==> src/rtl/booth_pkg.sv <==
// rtl/booth_pkg.sv - shared types and Booth digit decode for booth_seq_mult
// Purpose: default operand width, FSM state enum, radix-4 Booth digit enum
//          and the triplet-to-digit decode function.
package booth_pkg;

    localparam int WIDTH_DEF = 12;

    typedef enum logic [1:0] {
        IDLE,
        CALC,
        DONE
    } state_e;

    typedef enum logic [2:0] {
        PP_ZERO,
        PP_POS1,
        PP_POS2,
        PP_NEG1,
        PP_NEG2
    } pp_digit_e;

    // Radix-4 Booth recoding of {q[i+1], q[i], q[i-1]}.
    function automatic pp_digit_e booth_digit(input logic [2:0] trip);
        pp_digit_e d;
        case (trip)
            3'b001, 3'b010: d = PP_POS1;
            3'b011:         d = PP_POS2;
            3'b100:         d = PP_NEG2;
            3'b101, 3'b110: d = PP_NEG1;
            default:        d = PP_ZERO;
        endcase
        return d;
    endfunction

endpackage

==> src/rtl/booth_pp_sel.sv <==
// rtl/booth_pp_sel.sv - radix-4 Booth partial product selector
// Purpose: combinational selection of 0, +/-M or +/-2M from a Booth triplet.
// Ports:
//   triplet  in   3        {Q[1], Q[0], q_-1}
//   m        in   WIDTH+2  sign-extended multiplicand
//   pp       out  WIDTH+2  signed partial product
module booth_pp_sel
    import booth_pkg::*;
#(
    parameter int WIDTH = WIDTH_DEF
) (
    input  logic [2:0]              triplet,
    input  logic signed [WIDTH+1:0] m,
    output logic signed [WIDTH+1:0] pp
);

    logic signed [WIDTH+1:0] m2;

    // M carries two guard bits, so 2M (and -2M of the most negative M)
    // still fits without overflow.
    assign m2 = {m[WIDTH:0], 1'b0};

    always_comb begin
        pp = '0;
        case (booth_digit(triplet))
            PP_POS1: pp = m;
            PP_POS2: pp = m2;
            PP_NEG1: pp = -m;
            PP_NEG2: pp = -m2;
            default: pp = '0;
        endcase
    end

endmodule

==> src/rtl/booth_seq_mult.sv <==
// rtl/booth_seq_mult.sv - sequential signed radix-4 Booth multiplier
// Purpose: latches two signed operands on en in IDLE, retires one Booth digit
//          per clock and presents a held 2*WIDTH-bit product with a pulse.
// Ports:
//   clk         in   1        system clock, rising edge
//   rst         in   1        asynchronous reset, active-high
//   en          in   1        start strobe, sampled only in IDLE
//   mult_1      in   WIDTH    signed multiplicand
//   mult_2      in   WIDTH    signed multiplier
//   busy        out  1        high in CALC and DONE
//   result      out  2*WIDTH  signed product, registered and held
//   result_rdy  out  1        one-cycle pulse when result updates
module booth_seq_mult
    import booth_pkg::*;
#(
    parameter int WIDTH = WIDTH_DEF
) (
    input  logic               clk,
    input  logic               rst,
    input  logic               en,
    input  logic [WIDTH-1:0]   mult_1,
    input  logic [WIDTH-1:0]   mult_2,
    output logic               busy,
    output logic [2*WIDTH-1:0] result,
    output logic               result_rdy
);

    localparam int CNT_W = $clog2(WIDTH / 2 + 1);
    localparam logic [CNT_W-1:0] LAST = CNT_W'(WIDTH / 2 - 1);

    state_e                  state_q, state_d;
    logic signed [WIDTH+1:0] m_q, m_d;
    logic signed [WIDTH+1:0] a_q, a_d;
    logic [WIDTH-1:0]        q_q, q_d;
    logic                    qm1_q, qm1_d;
    logic [CNT_W-1:0]        cnt_q, cnt_d;
    logic [2*WIDTH-1:0]      result_q, result_d;
    logic                    rdy_q, rdy_d;

    logic signed [WIDTH+1:0] pp;
    logic signed [WIDTH+1:0] sum;

    booth_pp_sel #(.WIDTH(WIDTH)) u_pp_sel (
        .triplet ({q_q[1:0], qm1_q}),
        .m       (m_q),
        .pp      (pp)
    );

    assign sum = a_q + pp;

    always_ff @(posedge clk or posedge rst) begin
        if (rst) begin
            state_q  <= IDLE;
            m_q      <= '0;
            a_q      <= '0;
            q_q      <= '0;
            qm1_q    <= 1'b0;
            cnt_q    <= '0;
            result_q <= '0;
            rdy_q    <= 1'b0;
        end else begin
            state_q  <= state_d;
            m_q      <= m_d;
            a_q      <= a_d;
            q_q      <= q_d;
            qm1_q    <= qm1_d;
            cnt_q    <= cnt_d;
            result_q <= result_d;
            rdy_q    <= rdy_d;
        end
    end

    always_comb begin
        state_d  = state_q;
        m_d      = m_q;
        a_d      = a_q;
        q_d      = q_q;
        qm1_d    = qm1_q;
        cnt_d    = cnt_q;
        result_d = result_q;
        rdy_d    = 1'b0;
        case (state_q)
            IDLE: begin
                if (en) begin
                    m_d     = {{2{mult_1[WIDTH-1]}}, mult_1};
                    q_d     = mult_2;
                    qm1_d   = 1'b0;
                    a_d     = '0;
                    cnt_d   = '0;
                    state_d = CALC;
                end
            end
            CALC: begin
                // Accumulate, then arithmetic-shift {A,Q,q_-1} right by two.
                a_d   = {{2{sum[WIDTH+1]}}, sum[WIDTH+1:2]};
                q_d   = {sum[1:0], q_q[WIDTH-1:2]};
                qm1_d = q_q[1];
                cnt_d = cnt_q + 1'b1;
                if (cnt_q == LAST) begin
                    // Load the product on entry to DONE so that result and
                    // result_rdy are both valid during the DONE cycle.
                    state_d  = DONE;
                    result_d = {a_d[WIDTH-1:0], q_d};
                    rdy_d    = 1'b1;
                end
            end
            DONE: begin
                state_d = IDLE;
            end
            default: begin
                state_d = IDLE;
            end
        endcase
    end

    assign busy       = (state_q != IDLE);
    assign result     = result_q;
    assign result_rdy = rdy_q;

endmodule

==> config.mk <==
export PLATFORM = sky130hd
export DESIGN_NAME = booth_seq_mult
export DESIGN_NICKNAME = d
export VERILOG_FILES = /design/src/rtl/booth_pkg.sv /design/src/rtl/booth_pp_sel.sv /design/src/rtl/booth_seq_mult.sv
export SDC_FILE = /design/constraint.sdc
export NUM_CORES = 1
export LEC_CHECK = 0
export BUFFER_PORTS_ARGS = -buffer_cell sky130_fd_sc_hd__clkbuf_2
export CAP_MARGIN = 30
export CORE_ASPECT_RATIO = 0.6
export CORE_MARGIN = 1.5
export CORE_UTILIZATION = 63
export DETAILED_ROUTE_END_ITERATION = 8
export HOLD_SLACK_MARGIN = 0.12
export PLACE_DENSITY = 0.86
export SLEW_MARGIN = 20
export SYNTH_ARGS = -nofsm -noshare
export SYNTH_HDL_FRONTEND = slang
export SYNTH_SLANG_ARGS = --single-unit
==> constraint.sdc <==
create_clock -name clk -period 5.3 [get_ports clk]
set_input_delay 0.795 -clock clk [delete_from_list [all_inputs] [get_ports clk]]
set_output_delay 0.795 -clock clk [all_outputs]
set_load 0.005 [all_outputs]
==> flow_metrics.tcl, run 1 <==
set metrics [dict create \
    outcome "complete, no violations" \
    yosys_warnings 0 \
    synthDistinctLibCells 57 \
    drv_cap 0 \
    setup_viol 0 \
    critPathLaunchType "flop" \
    cts.clk_slew.worst_paths_ns 0.08 \
    dp_hpwl_mm 7.11 \
    cts_tree "done" \
    grt_max_degree 68 \
    cts.sinks 67 \
    die_w_um 108 \
    finalWeightedCongestion 0.889 \
    rows 22 \
    cts.path.max_buffers 2 \
    cts_resized 0 \
    slew_violations 0 \
    critical-path-max-stage-delay_ns 0.94 \
    grt_antenna_before_repair 0 \
    wl_per_cell_um 16.2 \
    crit_chain "nor3b_1, a21oi_1, o22a_1, fa_1, nor2b_1, o21ai_0, a21oi_1, o2111ai_1, a21boi_0, o31ai_1" \
    cts_buffers 9 \
    drive_gt1_frac 0.161 \
    reg2reg_slack_ns 1.44 \
    firstDrtPassIters 5 \
    vias 3780 \
    crit_arrival_ns 4.09 \
    crit_required_ns 5.53 \
    rsz0062_at_grt "false" \
    fin_crit_ns 3.86 \
    synthAdderAreaFrac 0.0525 \
    syn_nets 549 \
    slowest_stage "dfrtp_1" \
    timing.rr.end "result[20]" \
    cp_common_cell "a21oi_1" \
    min_delay_path_depth 2 \
    place_area_um2 4460 \
    synth_top_area_cell "dfrtp_1" \
    critPathBufInv 0 \
    path_max_fanout 29 \
    synth_xor_xnor_area_share 0.0460 \
    vias_per_cell 6.01 \
    drc 0 \
    hp-class "flop to flop" \
    fin_crit_sh 0.728 \
    core_um2 6280 \
    yosys_register_bits 67 \
    ff2ff_path_depth 10 \
    syn_to_final_growth_pct 11.4 \
    synth_edf_count 0 \
    ys.flop_type "dfrtp_1" \
    endpoint_kind "flop" \
    dieArea_um2 7170 \
    cts_root_buf "clkbuf_8" \
    dp.cells 613 \
    grt_overflow 0 \
    seq_area_frac_synth 0.400 \
    fin_hold_ws_ns 0.483 \
    synth_top_family_by_area "simple AND/OR/NAND/NOR gates" \
    hold_viol_final 0 \
    grtUsageTotal 0.315 \
    hold_buffers 0 \
    tightest_slew_ns 0.908 \
    r2r-start "q_q[1]" \
    timing.fmax_ghz 0.259 \
    hold_end "result[10]" \
    final_nets 584 \
    synthCells 505 \
    wl_mm 10.2 \
    tns_ns 0 \
    clkLatencyLatePin_ns 0.36 \
    yosys-top-cells-area "dfrtp_1 (40%), nand2_1 (11%), ha_1 (4.8%)" \
    grt_pass1_wl_mm 17.2 \
    cp_top_family "compound AO/OA/AOI/OAI gates" \
    htree_levels 3 \
    synth_compound_area_frac 0.190 \
    portBuffers 52 \
    drt_iter0_markers 272 \
    fillers 462 \
    path_class "flop to flop" \
    avgSynthCellArea_um2 8.30 \
    synth_simple_gate_area_frac 0.229 \
    die-height_um 66.2 \
    maxSlewHeadroom 0.395 \
    final_area_um2 4670 \
    muxShareOfSynthArea 0.0301 \
    postCtsSetupRepairBufs 0 \
    synthArstFlopShare 1.00 \
    syn_area_um2 4190 \
    holdCritStartpoint "result[10]" \
    start_util 0.668 \
    fin_skew_ns 0.00569 \
    grt_pass1_vias 3441 \
    synth_top_area_frac 0.400 \
    io_pins 53 \
    instances_no_fill 629 \
    antenna_cells 0 \
    postRouteAntennaNets 0 \
]
-- placed cells by master, fill, tap and decap left out, drive strengths merged, types with 4 or more instances in the layout --
cell type	instances
a211oi	5
mux2i	7
nor3b	5
o21ai	40
a31oi	13
ha	16
inv	18
a21oi	23
nor3	4
xor2	10
nand3	26
nand2	121
clkbuf	63
xnor2	12
and3	4
a21o	4
nand2b	7
o31ai	7
nor2b	4
buf	6
nor2	33
dfrtp	67
o211ai	4
-- sequential cells by signal (all words and copies together), names as in the netlist --
signal      flops
state_q         2
m_q            12
q_q            12
cnt_q           3
qm1_q           1
result_rdy      1
a_q            12
result         24
-- worst min-delay path: cells and delay by family, from the launching register on --
kind	cells	cell delay, ns
flip-flops	1	0.34
AND/OR/NAND/NOR	2	0.11
-- routing by layer --
metal  up-vias  wire, um  track usage
met5         -         0            0
met4         0       157        0.102
met3        15       844       0.0857
met2       172      4270        0.459
met1      1775      4930        0.455
li1       1818         -            -
-- logic make-up (layout without fill, tap and decap cells) --
group	after synthesis	in the layout
AND/OR/NAND/NOR	214	214
AO/OA/AOI/OAI	122	122
flip-flops	67	67
buffers and inverters	52	92
XOR/XNOR	22	22
adder cells (fa/ha/maj)	17	17
multiplexers	11	11
-- cells in the mapped netlist (10+ instances only) --
library cell,n
xnor2_1,12
a21oi_1,23
clkbuf_1,25
ha_1,16
nand3_1,26
nand2_1,121
inv_1,17
nor2_1,33
a31oi_1,13
xor2_1,10
o21ai_0,38
dfrtp_1,67
-- area by class of cell --
type                       count  area (um2)  area share
multi-input combinational    386        2300       0.492
sequential                    67        1680       0.359
timing repair buffer          58         313      0.0670
clock buffer                  11         151      0.0324
tap                           84         105      0.0225
inverter                      18        67.6      0.0145
clock inverter                 5        60.1      0.0129
-- per-stage QoR --
stage / worst slack [ns] / util
global placement: 1.68 / 0.708
global route: 1.18 / 0.744
detailed placement: 1.54 / 0.711
floorplan: 1.95 / -
CTS: 1.53 / 0.744
finish: 1.44 / 0.744
-- how the worst max path moves through the flow --
stage	end	startpoint	depth (start not counted)	slack (ns)
global route	result[23]	m_q[1]	13	1.18
detailed placement	result[23]	m_q[6]	13	1.54
finish	result[20]	q_q[1]	10	1.44
global placement	result[20]	q_q[1]	10	1.68
floorplan	a_q[12]	m_q[4]	14	1.95
CTS	result[23]	m_q[6]	13	1.53
Power of run 1 is left out: the tool's default activity adds up to more than one toggle a clock period on the data nets, which glitch-free logic cannot reach.
==> inputs of run 2 (changes only) <==
--- a/config.mk
+++ b/config.mk
@@ -9,10 +9,10 @@
 export CAP_MARGIN = 30
 export CORE_ASPECT_RATIO = 0.6
 export CORE_MARGIN = 1.5
-export CORE_UTILIZATION = 63
+export CORE_UTILIZATION = 59
 export DETAILED_ROUTE_END_ITERATION = 8
 export HOLD_SLACK_MARGIN = 0.12
-export PLACE_DENSITY = 0.86
+export PLACE_DENSITY = 0.81
 export SLEW_MARGIN = 20
 export SYNTH_ARGS = -nofsm -noshare
 export SYNTH_HDL_FRONTEND = slang
==> constraint.sdc (replaced) <==
create_clock -name clk -period 3.75 [get_ports clk]
set_input_delay 0.5625 -clock clk [delete_from_list [all_inputs] [get_ports clk]]
set_output_delay 0.5625 -clock clk [all_outputs]
set_load 0.005 [all_outputs]
==> flow_metrics.tcl, run 2 (synthesized netlist as in run 1, its figures left out) <==
set metrics [dict create \
    fin_crit_ns 3.51 \
    final_area_um2 4800 \
    cts_buffers 9 \
    tightest_slew_ns 0.810 \
    cts_tree "done" \
    largest_reg_flops 24 \
    rsz0062_at_grt "false" \
    setup_viol 0 \
    drv_cap 0 \
    place_area_um2 4510 \
    mostFrequentLayoutCell "nand2_1" \
    postRouteAntennaNets 0 \
    cts.path.max_buffers 2 \
    htree_levels 3 \
    grt_antenna_before_repair 0 \
    hp-class "input pin to asynchronous set/reset pin" \
    crit_arrival_ns 3.72 \
    grtUsageTotal 0.304 \
    slew_violations 0 \
    firstDrtPassIters 7 \
    antenna_cells 0 \
    slowest_stage "or4_4" \
    start_util 0.620 \
    critPathLaunchType "flop" \
    core_um2 6760 \
    timing.fmax_ghz 0.285 \
    fin_skew_ns 0.00556 \
    mostFrequentLayoutCells "nand2_1 (121), dfrtp_1 (67), clkbuf_2 (52)" \
    vias 3828 \
    cp_top_family "compound AO/OA/AOI/OAI gates" \
    rows 23 \
    die_w_um 112 \
    cp_common_cell "a21oi_1" \
    path_class "flop to flop" \
    outcome "complete, no violations" \
    crit_required_ns 3.95 \
    grt_max_degree 36 \
    dieArea_um2 7640 \
    drc 0 \
    portBuffers 52 \
    cts.clk_slew.worst_paths_ns 0.05 \
    cts_root_buf "clkbuf_16" \
    crit_chain "or4_4, nor3_2, xnor2_1, mux2_2, a22oi_1, a21oi_1, ha_1, a21o_1, a21oi_1, a21boi_0, a31oi_1, xor2_1, o21ai_2" \
    io_pins 53 \
    endpoint_kind "flop" \
    syn_to_final_growth_pct 14.6 \
    path_max_fanout 7 \
    maxSlewHeadroom 0.460 \
    cts_resized 0 \
    cts.sinks 67 \
    grt_overflow 0 \
    fin_crit_sh 0.937 \
    final_nets 590 \
    drt_iter0_markers 342 \
    tns_ns 0 \
    vias_per_cell 6.00 \
    post-route-util 0.710 \
    wl_mm 10.6 \
    critPathBufInv 0 \
    dp_hpwl_mm 7.50 \
    grt_pass1_wl_mm 17.8 \
    grt_pass1_vias 3714 \
    hold_buffers 0 \
    drive_gt1_frac 0.167 \
    die-height_um 68.3 \
    finalWeightedCongestion 0.930 \
    critical-path-max-stage-delay_ns 0.62 \
    hold_viol_final 0 \
    clkLatencyLatePin_ns 0.35 \
    wl_per_cell_um 16.6 \
    postCtsSetupRepairBufs 0 \
]
[run 2: changes by cell type in the layout (fill, tap and decap cells not counted), sizes merged]
cell,change
clkbuf,+1
buf,+6
clkinvlp,+1
clkinv,-1
inv,-1
[run 2: layer usage]
metal	up-vias	routed length, um	share of wire	global-route usage
li1	1829	-	-	-
met1	1829	4920	0.46	0.400
met2	138	4730	0.45	0.489
met3	32	716	0.068	0.0815
met4	0	229	0.022	0.120
met5	-	0	0	0
[run 2: final timing paths]
path                            from   endpoint  slack (ns)  depth (start not counted)
max in group asynchronous        rst     a_q[1]        2.80                          3
hold reg to reg            result[1]  result[1]        0.48                          2
setup / recovery              m_q[4]    a_q[12]        0.24                         13
hold / removal                   rst      qm1_q        0.23                          2
setup reg to reg              m_q[4]    a_q[12]        0.24                         13
min in group clk           mult_1[7]     m_q[7]        0.40                          3
[run 2: area by class of cell]
class                   count  area [um2]
well taps                  87         109
inverters                  18        67.6
fillers                   509        1960
repair buffers             64         358
clock buffers              12         246
flip-flops and latches     67        1680
multi-input cells         386        2300
clock inverters             4        50.0
[run 2: per-stage QoR]
step	hold WS, ns	cells	setup WS [ns]
floorplan	0.460	505	0.396
global placement	0.457	621	0.381
CTS	0.254	638	0.253
finish	0.234	638	0.236
detailed placement	0.463	622	0.271
global route	0.280	638	0.0533
Power of run 2 is left out for the same reason.
==> inputs of run 3 (changes only) <==
==> constraint.sdc (replaced) <==
create_clock -name clk -period 3.3 [get_ports clk]
set_input_delay 0.495 -clock clk [delete_from_list [all_inputs] [get_ports clk]]
set_output_delay 0.495 -clock clk [all_outputs]
set_load 0.005 [all_outputs]
==> flow_metrics.tcl, run 3 (synthesized netlist as in run 1, its figures left out) <==
set metrics [dict create \
    outcome "complete, no violations" \
    fin_skew_ns 0.00337 \
    place_area_um2 4700 \
    setup_ws_ns 0.0744 \
    die-height_um 68.3 \
    timing.fmax_ghz 0.310 \
    drc 0 \
    cts_buffers 9 \
    antenna_cells 0 \
    grt_max_degree 44 \
    wl_mm 11.6 \
    setup_viol 0 \
    timing.rr.end "a_q[8]" \
    dieArea_um2 7640 \
    core_um2 6760 \
    cts.clk_slew.worst_paths_ns 0.05 \
    mostFrequentLayoutCell "nand2_1" \
    preCtsSetupSlack_ns 0.00242 \
    grt_pass1_wl_mm 18.4 \
    grtUsageTotal 0.317 \
    cts_tree "done" \
    hold_buffers 0 \
    ff2ff_path_depth 14 \
    final_nets 619 \
    drv_cap 0 \
    grt_pass1_vias 3682 \
    syn_to_final_growth_pct 23.5 \
    clkLatencyLatePin_ns 0.34 \
    maxSlewHeadroom 0.535 \
    rows 23 \
    portBuffers 52 \
    die_w_um 112 \
    instances_no_fill 665 \
    hold_viol_final 0 \
    postRouteAntennaNets 0 \
    mostFrequentLayoutCells "nand2_1 (121), dfrtp_1 (66), clkbuf_2 (52)" \
    tightest_slew_ns 0.698 \
    crit_arrival_ns 3.47 \
    final_area_um2 5180 \
    path_class "flop to flop" \
    fin_crit_ns 3.23 \
    io_pins 53 \
    grt_antenna_before_repair 0 \
    endpoint_kind "flop" \
    crit_required_ns 3.54 \
    start_util 0.620 \
    slew_violations 0 \
    rsz0062_at_grt "true" \
    vias 4036 \
    critPathLaunchType "flop" \
    cts_root_buf "clkbuf_16" \
    reg2reg_slack_ns 0.07 \
    hp-class "input pin to asynchronous set/reset pin" \
    dp_hpwl_mm 7.94 \
    fin_crit_sh 0.977 \
    drive_gt1_frac 0.244 \
    htree_levels 3 \
    wl_per_cell_um 17.4 \
    finalWeightedCongestion 0.920 \
    grt_overflow 0 \
    dp.cells 645 \
    vias_per_cell 6.07 \
    largest_reg_flops 24 \
    path_max_fanout 9 \
    r2r-start "m_q[2]" \
    drt_iter0_markers 341 \
    cts.path.max_buffers 2 \
    firstDrtPassIters 6 \
    cts.sinks 67 \
]
run 3: cell count changes in the layout (fill, tap and decap cells not counted), sizes merged:
cell / before / now
clkinv: 2 / 1
buf: 12 / 41
clkinvlp: 2 / 1
run 3: final cells by class:
type / count / area, um2
Clock buffer: 12 / 246
Clock inverter: 2 / 37.5
Fill cell: 462 / 1580
Inverter: 18 / 67.6
Multi-Input combinational cell: 386 / 2450
Sequential cell: 67 / 1680
Tap cell: 87 / 109
Timing Repair Buffer: 93 / 596
run 3: timing repair:
item / in CTS / in global routing
setup buffers: 1 / 5
hold endpoints to repair: 0 / 0
gates cloned: 0 / 0
gates resized for setup: 5 / 29
endpoints found under the setup margin: 5 / 12
pin swaps: 2 / 13
run 3: how the worst max path moves through the flow:
| stage | cells past startpoint | slack, ns | end | from |
|---|---|---|---|---|
| finish | 14 | 0.07 | a_q[8] | m_q[2] |
| global route | 14 | -0.09 | a_q[8] | m_q[2] |
| CTS | 13 | -0.0002 | a_q[12] | m_q[2] |
| detailed placement | 13 | 0.002 | a_q[12] | m_q[4] |
| global placement | 13 | 0.1 | a_q[12] | m_q[4] |
| floorplan | 14 | 0.02 | a_q[12] | m_q[4] |
run 3: worst max-delay path, stage by stage (launching register included):
cell and delay, ns:
dfrtp_1 0.38, buf_4 0.18, nor3_2 0.22, nor3b_2 0.24, xnor2_1 0.13, nand2_1 0.08
o31ai_1 0.06, mux4_2 0.46, ha_1 0.35, buf_4 0.16, o21ai_0 0.16, nand2b_1 0.13
o2111ai_1 0.18, a21boi_0 0.17, o31ai_1 0.24
run 3: layer usage:
layer  global-route usage  wire length, um
met5                    0                0
met4               0.0934              157
met3               0.0788              971
met2                0.497             5300
met1                0.441             5150
run 3: metrics by stage:
stage                 TNS, ns  utilization  hold slack [ns]
finish                      0        0.766            0.192
detailed placement          0        0.695            0.463
global placement            0        0.690            0.459
floorplan                   0            -            0.460
global route           -0.488        0.766            0.245
CTS                 -0.000167        0.741            0.207
Power of run 3 is left out for the same reason.
